`src/rtl/mem_arbiter_ctrl.sv`:
```
// Two-port arbiter around a 16x8 unified memory; serialises READ, WRITE and
// in-memory read-modify-write (DOUBLE, INVERT) with one transaction in flight.
module mem_arbiter_ctrl #(
    parameter int DATA_W      = 8,
    parameter int ADDR_W      = 4,
    parameter int LOADER_PRIO = 0
) (
    input  logic              clk_i,
    input  logic              rst_n_i,
    input  logic              c_req_i,
    input  logic [1:0]        c_op_i,
    input  logic [ADDR_W-1:0] c_addr_i,
    input  logic [DATA_W-1:0] c_wdata_i,
    output logic              c_ack_o,
    output logic [DATA_W-1:0] c_rdata_o,
    input  logic              l_req_i,
    input  logic [1:0]        l_op_i,
    input  logic [ADDR_W-1:0] l_addr_i,
    input  logic [DATA_W-1:0] l_wdata_i,
    output logic              l_ack_o,
    output logic [DATA_W-1:0] l_rdata_o,
    output logic              busy_o,
    output logic              owner_o
);

    // state  | meaning
    // IDLE   | waiting for a request; arbitration happens here
    // ACCESS | memory read, or the WRITE itself
    // MODIFY | write back doubled / inverted word (RMW only)
    // RESP   | one-cycle ack to the owner, then back to IDLE
    typedef enum logic [1:0] {S_IDLE, S_ACCESS, S_MODIFY, S_RESP} state_t;

    localparam logic [1:0] OP_READ   = 2'b00;
    localparam logic [1:0] OP_WRITE  = 2'b01;
    localparam logic [1:0] OP_DOUBLE = 2'b10;
    localparam logic       PRIO_L    = (LOADER_PRIO != 0);
    localparam int         DEPTH     = 2 ** ADDR_W;

    state_t              state_q, state_d;
    logic [1:0]          op_q, op_d;
    logic [ADDR_W-1:0]   addr_q, addr_d;
    logic [DATA_W-1:0]   wdata_q, wdata_d;
    logic [DATA_W-1:0]   rd_q, rd_d;
    logic                owner_q, owner_d;
    logic                last_owner_q, last_owner_d;
    logic [DATA_W-1:0]   c_rdata_q, l_rdata_q;
    logic [DATA_W-1:0]   mem_q [DEPTH];
    logic                mem_we;
    logic [DATA_W-1:0]   mem_wdata;
    logic                grant_l;

    // On a tie the loader wins under fixed priority, otherwise whoever was not served last.
    assign grant_l = l_req_i && (!c_req_i || PRIO_L || !last_owner_q);

    always_comb begin
        state_d      = state_q;
        op_d         = op_q;
        addr_d       = addr_q;
        wdata_d      = wdata_q;
        rd_d         = rd_q;
        owner_d      = owner_q;
        last_owner_d = last_owner_q;
        mem_we       = 1'b0;
        mem_wdata    = rd_q;
        case (state_q)
            S_IDLE: begin
                if (c_req_i || l_req_i) begin
                    owner_d = grant_l;
                    op_d    = grant_l ? l_op_i    : c_op_i;
                    addr_d  = grant_l ? l_addr_i  : c_addr_i;
                    wdata_d = grant_l ? l_wdata_i : c_wdata_i;
                    state_d = S_ACCESS;
                end
            end
            S_ACCESS: begin
                if (op_q == OP_WRITE) begin
                    mem_we    = 1'b1;
                    mem_wdata = wdata_q;
                    rd_d      = wdata_q;
                    state_d   = S_RESP;
                end else begin
                    rd_d    = mem_q[addr_q];
                    state_d = (op_q == OP_READ) ? S_RESP : S_MODIFY;
                end
            end
            S_MODIFY: begin
                mem_we    = 1'b1;
                mem_wdata = (op_q == OP_DOUBLE) ? {rd_q[DATA_W-2:0], 1'b0} : ~rd_q;
                rd_d      = mem_wdata;
                state_d   = S_RESP;
            end
            S_RESP: begin
                last_owner_d = owner_q;
                state_d      = S_IDLE;
            end
            default: state_d = S_IDLE;
        endcase
    end

    always_ff @(posedge clk_i or negedge rst_n_i) begin
        if (!rst_n_i) begin
            state_q      <= S_IDLE;
            op_q         <= '0;
            addr_q       <= '0;
            wdata_q      <= '0;
            rd_q         <= '0;
            owner_q      <= 1'b0;
            last_owner_q <= 1'b1;
            c_rdata_q    <= '0;
            l_rdata_q    <= '0;
        end else begin
            state_q      <= state_d;
            op_q         <= op_d;
            addr_q       <= addr_d;
            wdata_q      <= wdata_d;
            rd_q         <= rd_d;
            owner_q      <= owner_d;
            last_owner_q <= last_owner_d;
            if (state_d == S_RESP && state_q != S_RESP) begin
                if (owner_q) l_rdata_q <= rd_d;
                else         c_rdata_q <= rd_d;
            end
        end
    end

    // Memory is deliberately not reset; writes are gated by the reset state.
    always_ff @(posedge clk_i) begin
        if (mem_we) mem_q[addr_q] <= mem_wdata;
    end

    assign c_ack_o   = (state_q == S_RESP) && !owner_q;
    assign l_ack_o   = (state_q == S_RESP) &&  owner_q;
    assign c_rdata_o = c_rdata_q;
    assign l_rdata_o = l_rdata_q;
    assign busy_o    = (state_q != S_IDLE);
    assign owner_o   = owner_q;

endmodule

```
`config.mk`:
```
export PLATFORM = sky130hd
export DESIGN_NAME = mem_arbiter_ctrl
export DESIGN_NICKNAME = d
export VERILOG_FILES = /design/src/rtl/mem_arbiter_ctrl.sv
export SDC_FILE = /design/constraint.sdc
export NUM_CORES = 1
export LEC_CHECK = 0
export BUFFER_PORTS_ARGS = -buffer_cell sky130_fd_sc_hd__buf_2
export CAP_MARGIN = 20
export CORE_ASPECT_RATIO = 0.9
export CORE_UTILIZATION = 60
export DETAILED_ROUTE_END_ITERATION = 12
export PLACE_DENSITY = 0.76
export SYNTH_ARGS = -nofsm -noshare
export SYNTH_HDL_FRONTEND = slang
export SYNTH_SLANG_ARGS = --single-unit
```
`constraint.sdc`:
```
create_clock -name clk_i -period 3.2 [get_ports clk_i]
set_input_delay 0.32 -clock clk_i [delete_from_list [all_inputs] [get_ports clk_i]]
set_output_delay 0.32 -clock clk_i [all_outputs]
set_load 0.02 [all_outputs]
```
== Yosys cells after proc, flatten, opt, wreduce, memory -nomap -nowiden ==
Memories as Yosys holds them, arrays and structs flattened.
Cells that the tools add are included.
Cells by class
  eq/ne operators: 7
  multiplexer cells: 16
  bitwise operators: 2
  reduce and logical (&&, ||, !) cells: 15
Operators with widths (number)
  2-to-1 mux 8 bit: 4
  case mux 8 bit (2 select lines): 2
  equality test 2 bit, second input constant: 4
  inverter 8 bit: 1
  case mux 2 bit (4 select lines): 1
  AND reduction 2 bit: 3
  2-to-1 mux 1 bit: 5
  equality test 2 x 1 -> 1 bit, second input constant: 2
  logical AND 1 bit: 4
  zero test 2 bit: 2
  2-to-1 mux 2 bit: 2
  2-to-1 mux 4 bit: 1
  zero test 1 bit: 3
  logical OR 1 bit: 2
  inequality test 2 bit, second input constant: 1
  case mux 1 bit (2 select lines): 1
  nonzero test 2 bit: 1
  inverter 1 bit: 1
Storage, ports and cells
  bits in registers: 42
  RAM bits: 128
  bits of input ports: 32
  output and inout port bits: 20
  word-level logic and storage cells: 50
  memories kept: 1
Memories
  mem_q: words 16, bits a word 8, read ports 1, clocked after memory_dff 0, write ports 1, line 47  | logic [DATA_W-1:0] mem_q [DEPTH];

== Logic depth before layout (Yosys ltp) ==
Gate-level depths: netlist of run 1.
  depth in word-level cells: 7
  depth in mapped cells: 8
  depth with buffers taken out: 6

== Worst setup path after synthesis of run 1 ==
OpenSTA, ideal clock, no wires.
  path type: reg2reg
  from: reg state_q[1]
  to: mem mem_q[0][0], enable pin
  setup time: 0.383 ns
  arrival: 2.012 ns
  required time: 2.817 ns
  slack: 0.805 ns
  stages on the path, launching flop included: 8
  buffers on the path: 1
  clock period less this slack: 2.395 ns
  cells stage by stage: dfrtp_1 -> inv_1 -> ha_1 -> and3b_1 -> buf_4 -> o21ai_1 -> or3_1 -> nor3_1
Between the ends
  longest elaborated chain between the ends: 4
  elaborated cells on any way between the ends: 5
  those cells by class: eq/ne (2); mux (3)
RTL lines
  start, declared: line 39  | state_t state_q, state_d;
  start signal, assigned: line 112  | state_q <= state_d;
  equality test 2 bit or equality test 2 x 1 -> 1 bit (tied branches): line 65  | case (state_q)
  case mux 1 bit (2 select lines) *: line 65
  2-to-1 mux 1 bit *: line 128  | if (mem_we) mem_q[addr_q] <= mem_wdata;
  2-to-1 mux 1 bit (not written as such) *: line 128
  end, declared: line 47
Every way passes the cells marked *; elsewhere a longest branch is shown, timed or not.

== Worst setup path after layout of run 1 ==
  from: reg state_q[1]
  to: mem mem_q[13][4], enable pin
The elaborated chain is that of the path after synthesis.

==> summary.txt, run 1 <==
status = finished, final reports clean
Post-synth top flop = edfxtp_1
Routed Antenna Nets = 0
clock share of power = 20.3%
power per cell area = 1160 nW/um2
Worst-Margin Slew = 0.975 ns
Placer Congestion = 0.929
Final period util = 85.9%
placed cell area = 7750 um2
share of cells above drive strength 1 = 19.3%
Multi-input gate area = 2210 um2
startpoint types = flip-flop
grt met1 use = 37.8%
initial DRC count = 460
sw frac = 38.9%
Clock Sinks = 170
Fin Setup TNS = 0 ns
slowest cell on the critical path = nor2_1
clock period minus worst slack = 2.75 ns
WL per Instance = 22.1 um
initial core utilization = 62.9%
Final nets = 611
M2 GR Usage = 40.7%
drt pass-1 iters = 5
final hold violation count = 0
post-route cell area = 8330 um2
Hold Crit Class = in2async
leakage power = 3.05 nW
Die Span Y = 107 um
hold buffer count at CTS = 0
worst hold slack = 0.0362 ns
VDD IR-drop max = 0.518 mV
register area share after synthesis = 66.7%
Cells after Synth = 516
CP Max Fanout = 9
gr busiest metal = met2
crit-path cells = inv_1 > ha_1 > and3b_1 > o21ai_1 > or3_1 > nor2_1
crit path capture type = flip-flop
Setup-failing EPs final = 0
Avg Cell Area, Syn = 14.2 um2
die area = 12,700 um2
overall power = 9.68 mW
fin worst setup slack = 0.450 ns
FF-to-FF path depth = 6
register share of total power = 40.7%
relative slew slack = 34.6%
# IOs = 52
dpl hpwl = 10,900 um
post-CTS sizing = 0
yosys warns = 0
Core Footprint = 11,700 um2
Fin Clk Skew = 0.00559 ns
Post-CTS Setup Bufs = 0
mapped cell area = 7340 um2
IO Port Bufs = 51
initial antenna violation count = 0
max-cap violations = 0
FF-to-FF End = mem_q[13][4]$_DFFE_PP_
CP Class = reg2reg
clock buffer count from CTS = 17
die width = 119 um
CTS tree = done
critical path's largest stage delay = 0.62 ns
num rows = 37
CTS Root Cell = clkbuf_16
required time worst endpoint = 3.25 ns
GRT Util Overall = 27.4%
Antenna Cells = 0
Slew Limit Fails = 0
via-per-instance ratio = 6.36
clk_lat worst skew = 0.43 ns
number of synthesized flops with an enable pin = 128
FF-to-FF Start = state_q[1]$_DFF_PN0_
H-tree lvl count = 4
fillers = 785
Routed WL = 16,400 um
syn_nets = 553
grt met3 use = 7.77%
clock-pin transition on the worst setup and hold timing paths = 0.06 ns
sw power = 3.76 mW
via count = 4,726
first-pass GRT wire length = 25,100 um
DP Worst Slack = 0.505 ns
clock buffer depth = 2
largest net degree at the start of global routing = 43
Synth Register Bits = 170
arrival time worst endpoint = 2.80 ns
P_int = 5.91 mW
Netlist cell types = 45
Storage cell area = 4900 um2
drt drc = 0
portion of total power attributed to combinational logic = 39.0%
Layout area overhead = 13.4%
RSZ-0062 raised after global routing = false
vias in the first global route = 4,501
R2R Setup Slk = 0.45 ns
fmax = 364 MHz
total gr overflow = 0
Post-synth ARST share = 24.7%
-- cell families (layout without fill, tap and decap cells) --
kind of cell               after synthesis  count (layout)  synth area share (%)
AOI/OAI and AO/OA                      121             121                  11.6
muxes                                   79              79                  10.8
DFF                                    170             170                  66.7
buffers and inverters                   40             111                  3.14
adders and majority gates                5               5                 0.852
and+or+nand+nor                        101             101                  6.89
-- synth_stat cells, types with 2 or more instances --
cell type | instances | share of area [%]
buf_2 | 13 | 0.89
a221oi_1 | 7 | 0.84
a311oi_1 | 2 | 0.24
buf_4 | 4 | 0.41
nand3_1 | 16 | 1.1
clkbuf_1 | 9 | 0.46
nor2b_1 | 5 | 0.43
a21oi_1 | 15 | 1.0
and2_1 | 2 | 0.17
nor3b_1 | 7 | 0.72
ha_1 | 5 | 0.85
mux2i_1 | 78 | 11
nor2_1 | 38 | 1.9
a31oi_1 | 11 | 0.94
edfxtp_1 | 128 | 52
nand2b_1 | 4 | 0.34
o21ai_0 | 15 | 1.0
a22oi_1 | 40 | 4.1
nand2_1 | 16 | 0.82
o2111a_2 | 2 | 0.34
o22ai_1 | 8 | 0.68
a41oi_1 | 14 | 1.7
buf_6 | 6 | 0.92
nor3_1 | 4 | 0.27
inv_1 | 6 | 0.31
dfrtp_1 | 41 | 14
or3_1 | 2 | 0.17
-- registers in the layout, summed over array words and instances, names as in the netlist --
name and flops:
addr_q 4, c_rdata_o 8, l_rdata_o 8, last_owner_q 1
mem_q 128, op_q 2, owner_o 1, rd_q 8
state_q 2, wdata_q 8
-- worst max-delay path: cells and delay by family (launching register included) --
| family | cells | cell delay, ns |
|---|---|---|
| fa+ha+maj | 1 | 0.23 |
| flops | 1 | 0.41 |
| simple gates | 3 | 1.45 |
| compound gates | 1 | 0.16 |
| buf+inv | 1 | 0.11 |
-- area by class of cell --
cell class	instances	area share, %
inverters	7	0.316
multi-input cells	306	26.6
clock inverters	8	0.661
repair buffers	72	4.96
flip-flops and latches	170	58.9
well taps	156	2.34
clock buffers	24	6.27
-- cell usage in the layout (no fill, tap or decap), types with 2 or more instances in the layout --
master     netlist  layout
o21ai_1          1       2
clkinv_2         0       2
o22ai_1          8       8
inv_4            0       3
inv_1            6       6
nor2b_1          5       5
buf_2           13      51
or3_1            2       2
nor3_1           4       4
mux2i_1         78      78
nand2_1         16      16
a22oi_1         40      40
dfrtp_1         41      40
a21oi_1         15      15
clkbuf_8         0       2
nor3b_1          7       7
and2_1           2       2
nand3_1         16      16
clkinv_4         0       2
ha_1             5       5
nand2b_1         4       4
buf_4            4      21
a41oi_1         14      14
edfxtp_1       128     128
o2111a_2         2       2
a31oi_1         11      11
clkbuf_16        0      19
clkbuf_4         1       2
nor2_1          38      38
a311oi_1         2       2
a221oi_1         7       7
o21ai_0         15      14
-- power groups by stage --
stage                     registers [mW]  logic [mW]  clock network, mW
after floorplan                     3.84        2.52                  0
after global placement              3.95        3.60                  0
after detailed placement            3.96        3.69                  0
after CTS                           3.92        3.72               1.98
after global routing                3.98        4.05               2.07
final                               3.94        3.77               1.97
-- worst max-delay path by stage --
stage,to,slack (ns),startpoint,cells after the start
3_3_place_gp,mem_q[13][3]$_DFFE_PP_,0.62,state_q[1]$_DFF_PN0_,6
3_5_place_dp,mem_q[12][5]$_DFFE_PP_,0.51,state_q[1]$_DFF_PN0_,6
6_report,mem_q[13][4]$_DFFE_PP_,0.45,state_q[1]$_DFF_PN0_,6
2_1_floorplan,mem_q[0][0]$_DFFE_PP_,0.80,state_q[1]$_DFF_PN0_,7
5_1_grt,mem_q[9][6]$_DFFE_PP_,0.28,state_q[1]$_DFF_PN0_,6
4_1_cts,mem_q[12][4]$_DFFE_PP_,0.47,state_q[1]$_DFF_PN0_,6
-- metal layers --
metal  share of wire, %  wire length, um  vias to the layer above
met2                 46             7570                      224
li1                   -                -                     2135
met3                8.3             1360                       32
met5                  0                0                        -
met4                2.7              447                        0
met1                 43             7030                     2335
-- through the flow --
stage	util, %	cells
6_report	71.4	743
3_5_place_dp	66.4	711
3_3_place_gp	66.4	711
4_1_cts	71.4	743
2_1_floorplan	-	516
5_1_grt	71.4	743
(Power assumes the default switching activity.)
==> run 2, diff against run 1 <==
CORE_ASPECT_RATIO = default   (was 0.9)
==> run 2 against run 1 <==
Count of clock-buffer cells in the layout fell by 7. Wire length rose by 0.48%. Hold slack got worse by 0.011 ns. Largest cell class unchanged. Non-clock buffer count rose by 2. Highest routed layer unchanged. Clock skew rose by 0.0024 ns. Via count rose by 1.4%. Critical path depth did not move. Sequential cell count did not move. Cell count fell by 0.94%.
==> summary.txt, run 2 (synthesis results as in run 1) <==
vias in the first global route = 4,671 (was 4,501)
initial DRC count = 418 (was 460)
post-CTS sizing = 0 (unchanged)
Levels on crit path = 6 (unchanged)
clock share of power = 21.5% (was 20.3%)
Antenna Cells = 0 (unchanged)
Placer Congestion = 0.893 (was 0.929)
die width = 113 um (was 119 um)
WL per Instance = 22.4 um (was 22.1 um)
initial antenna violation count = 0 (unchanged)
via-per-instance ratio = 6.51 (was 6.36)
hold buffer count at CTS = 0 (unchanged)
drt pass-1 iters = 5 (unchanged)
# IOs = 52 (unchanged)
CP Max Fanout = 9 (unchanged)
commonest non-fill, non-tap cell in the layout = edfxtp_1 (unchanged)
critical path's largest stage delay = 0.56 ns (was 0.62 ns)
FF-to-FF Start = state_q[1]$_DFF_PN0_ (unchanged)
GRT Util Overall = 27.6% (was 27.4%)
clk_lat worst skew = 0.44 ns (was 0.43 ns)
CP Buf/Inv Count = 1 (unchanged)
Core Footprint = 12,000 um2 (was 11,700 um2)
critical path endpoint = mem_q[5][2]$_DFFE_PP_ (was mem_q[13][4]$_DFFE_PP_)
initial core utilization = 61.4% (was 62.9%)
first-pass GRT wire length = 25,200 um (was 25,100 um)
relative slew slack = 32.0% (was 34.6%)
power per cell area = 1190 nW/um2 (was 1160 nW/um2)
Largest Register = mem_q (unchanged)
clock buffer count from CTS = 17 (unchanged)
FF-to-FF End = mem_q[5][2]$_DFFE_PP_ (was mem_q[13][4]$_DFFE_PP_)
Multi-input gate area = 2210 um2 (unchanged)
Layout area overhead = 14.1% (was 13.4%)
IO Port Bufs = 51 (unchanged)
FF-to-FF path depth = 6 (unchanged)
clock period minus worst slack = 2.68 ns (was 2.75 ns)
R2R Setup Slk = 0.52 ns (was 0.45 ns)
CP Class = reg2reg (unchanged)
Final period util = 83.7% (was 85.9%)
crit-path cells = inv_1 > ha_1 > and3b_1 > o21ai_1 > or3_1 > nor2_1 (unchanged)
Storage cell area = 4900 um2 (unchanged)
max-cap violations = 0 (unchanged)
CTS Root Cell = clkbuf_16 (unchanged)
fillers = 780 (was 785)
die area = 12,700 um2 (about the same)
slowest cell on the critical path = nor2_1 (unchanged)
share of cells above drive strength 1 = 19.4% (was 19.3%)
fmax = 373 MHz (was 364 MHz)
Die Span Y = 113 um (was 107 um)
Fin Clk Skew = 0.00801 ns (was 0.00559 ns)
Slew Limit Fails = 0 (unchanged)
CP delay by family, top = simple AND/OR/NAND/NOR gates (unchanged)
Routed WL = 16,500 um (was 16,400 um)
Post-CTS Setup Bufs = 0 (unchanged)
VDD IR-drop max = 0.771 mV (was 0.518 mV)
clock buffer depth = 2 (unchanged)
Fin Setup TNS = 0 ns (unchanged)
required time worst endpoint = 3.27 ns (was 3.25 ns)
startpoint types = flip-flop (unchanged)
largest net degree at the start of global routing = 43 (unchanged)
via count = 4,793 (was 4,726)
final hold violation count = 0 (unchanged)
Core Util, Final = 70.0% (was 71.4%)
clock-pin transition on the worst setup and hold timing paths = 0.07 ns (was 0.06 ns)
sw power = 3.84 mW (was 3.76 mW)
highest-count cells in the layout ignoring fill and taps = edfxtp_1 (128), mux2i_1 (78), buf_2 (51) (unchanged)
Hold Crit Class = in2async (unchanged)
Final nets = 613 (was 611)
dpl hpwl = 10,900 um (about the same)
register share of total power = 39.3% (was 40.7%)
Routed Antenna Nets = 0 (unchanged)
drt drc = 0 (unchanged)
status = finished, final reports clean (unchanged)
Worst-Margin Slew = 1.01 ns (was 0.975 ns)
crit path capture type = flip-flop (unchanged)
P_int = 6.09 mW (was 5.91 mW)
RSZ-0062 raised after global routing = false (unchanged)
number of flip-flops under the largest register name = 128 (unchanged)
Worst Setup SP = state_q[1]$_DFF_PN0_ (unchanged)
sw frac = 38.6% (was 38.9%)
CTS tree = done (unchanged)
arrival time worst endpoint = 2.75 ns (was 2.80 ns)
H-tree lvl count = 4 (unchanged)
total gr overflow = 0 (unchanged)
leakage power = 3.06 nW (was 3.05 nW)
Clock Sinks = 170 (unchanged)
Setup-failing EPs final = 0 (unchanged)
num rows = 40 (was 37)
Placed Cells = 704 (was 711)
portion of total power attributed to combinational logic = 39.2% (was 39.0%)
Non-Filler Instances = 736 (was 743)
==> run 2: changes by cell type in the layout (fill, tap and decap cells not counted) <==
| cell | before | now |
|---|---|---|
| clkbuf_8 | 2 | 0 |
| buf_4 | 21 | 23 |
| clkinv_1 | 0 | 2 |
| clkinvlp_4 | 0 | 3 |
| clkbuf_16 | 19 | 17 |
| bufinv_16 | 0 | 4 |
| inv_8 | 0 | 1 |
| clkbuf_1 | 1 | 0 |
| inv_4 | 3 | 0 |
| clkbuf_4 | 2 | 0 |
==> run 2: cell type report <==
type	count	area share [%]
inverter	7	0.314
tap	147	2.20
clock buffer	17	5.08
multi-input combinational	306	26.4
sequential	170	58.5
clock inverter	15	2.36
timing repair buffer	74	5.11
==> run 2: layer usage <==
| layer | GRT usage [%] | share of wire, % |
|---|---|---|
| met5 | 0 | 0 |
| met4 | 14.0 | 3.4 |
| met3 | 7.40 | 8.0 |
| met2 | 44.2 | 49 |
| met1 | 35.0 | 40 |
==> run 2: how the worst min path moves through the flow <==
stage                               end  slack (ns)  cells after the start
2_1_floorplan     addr_q[0]$_DFFE_PN0P_        0.02                      0
3_3_place_gp   c_rdata_o[1]$_DFFE_PN0P_        0.49                      1
3_5_place_dp   l_rdata_o[0]$_DFFE_PN0P_        0.51                      1
4_1_cts        c_rdata_o[3]$_DFFE_PN0P_        0.05                      1
5_1_grt        c_rdata_o[3]$_DFFE_PN0P_        0.11                      1
6_report       c_rdata_o[3]$_DFFE_PN0P_        0.03                      1
==> run 2: worst register-to-register path, cell delays in order, from the launching register on <==
cell and delay, ns:
dfrtp_1 0.40, inv_1 0.11, ha_1 0.24, and3b_1 0.42
o21ai_1 0.15, or3_1 0.44, nor2_1 0.56
==> run 2: power by group through the flow <==
| stage | clock (mW) | combinational, mW | sequential, mW |
|---|---|---|---|
| 6_report | 2.14 | 3.89 | 3.90 |
| 5_1_grt | 2.22 | 4.18 | 3.94 |
| 4_1_cts | 2.15 | 3.83 | 3.89 |
| 3_5_place_dp | 0 | 3.80 | 3.93 |
| 3_3_place_gp | 0 | 3.67 | 3.91 |
| 2_1_floorplan | 0 | 2.52 | 3.84 |
==> run 2: per-stage QoR <==
stage	hold slack [ns]	worst slack (ns)	power (mW)	instance area [um2]
after global routing	0.108	0.364	10.3	8380
after detailed placement	0.510	0.557	7.73	7750
after CTS	0.0526	0.539	9.87	8380
after floorplan	0.0244	0.805	6.36	7340
after global placement	0.489	0.644	7.58	7750
final	0.0252	0.521	9.93	8380
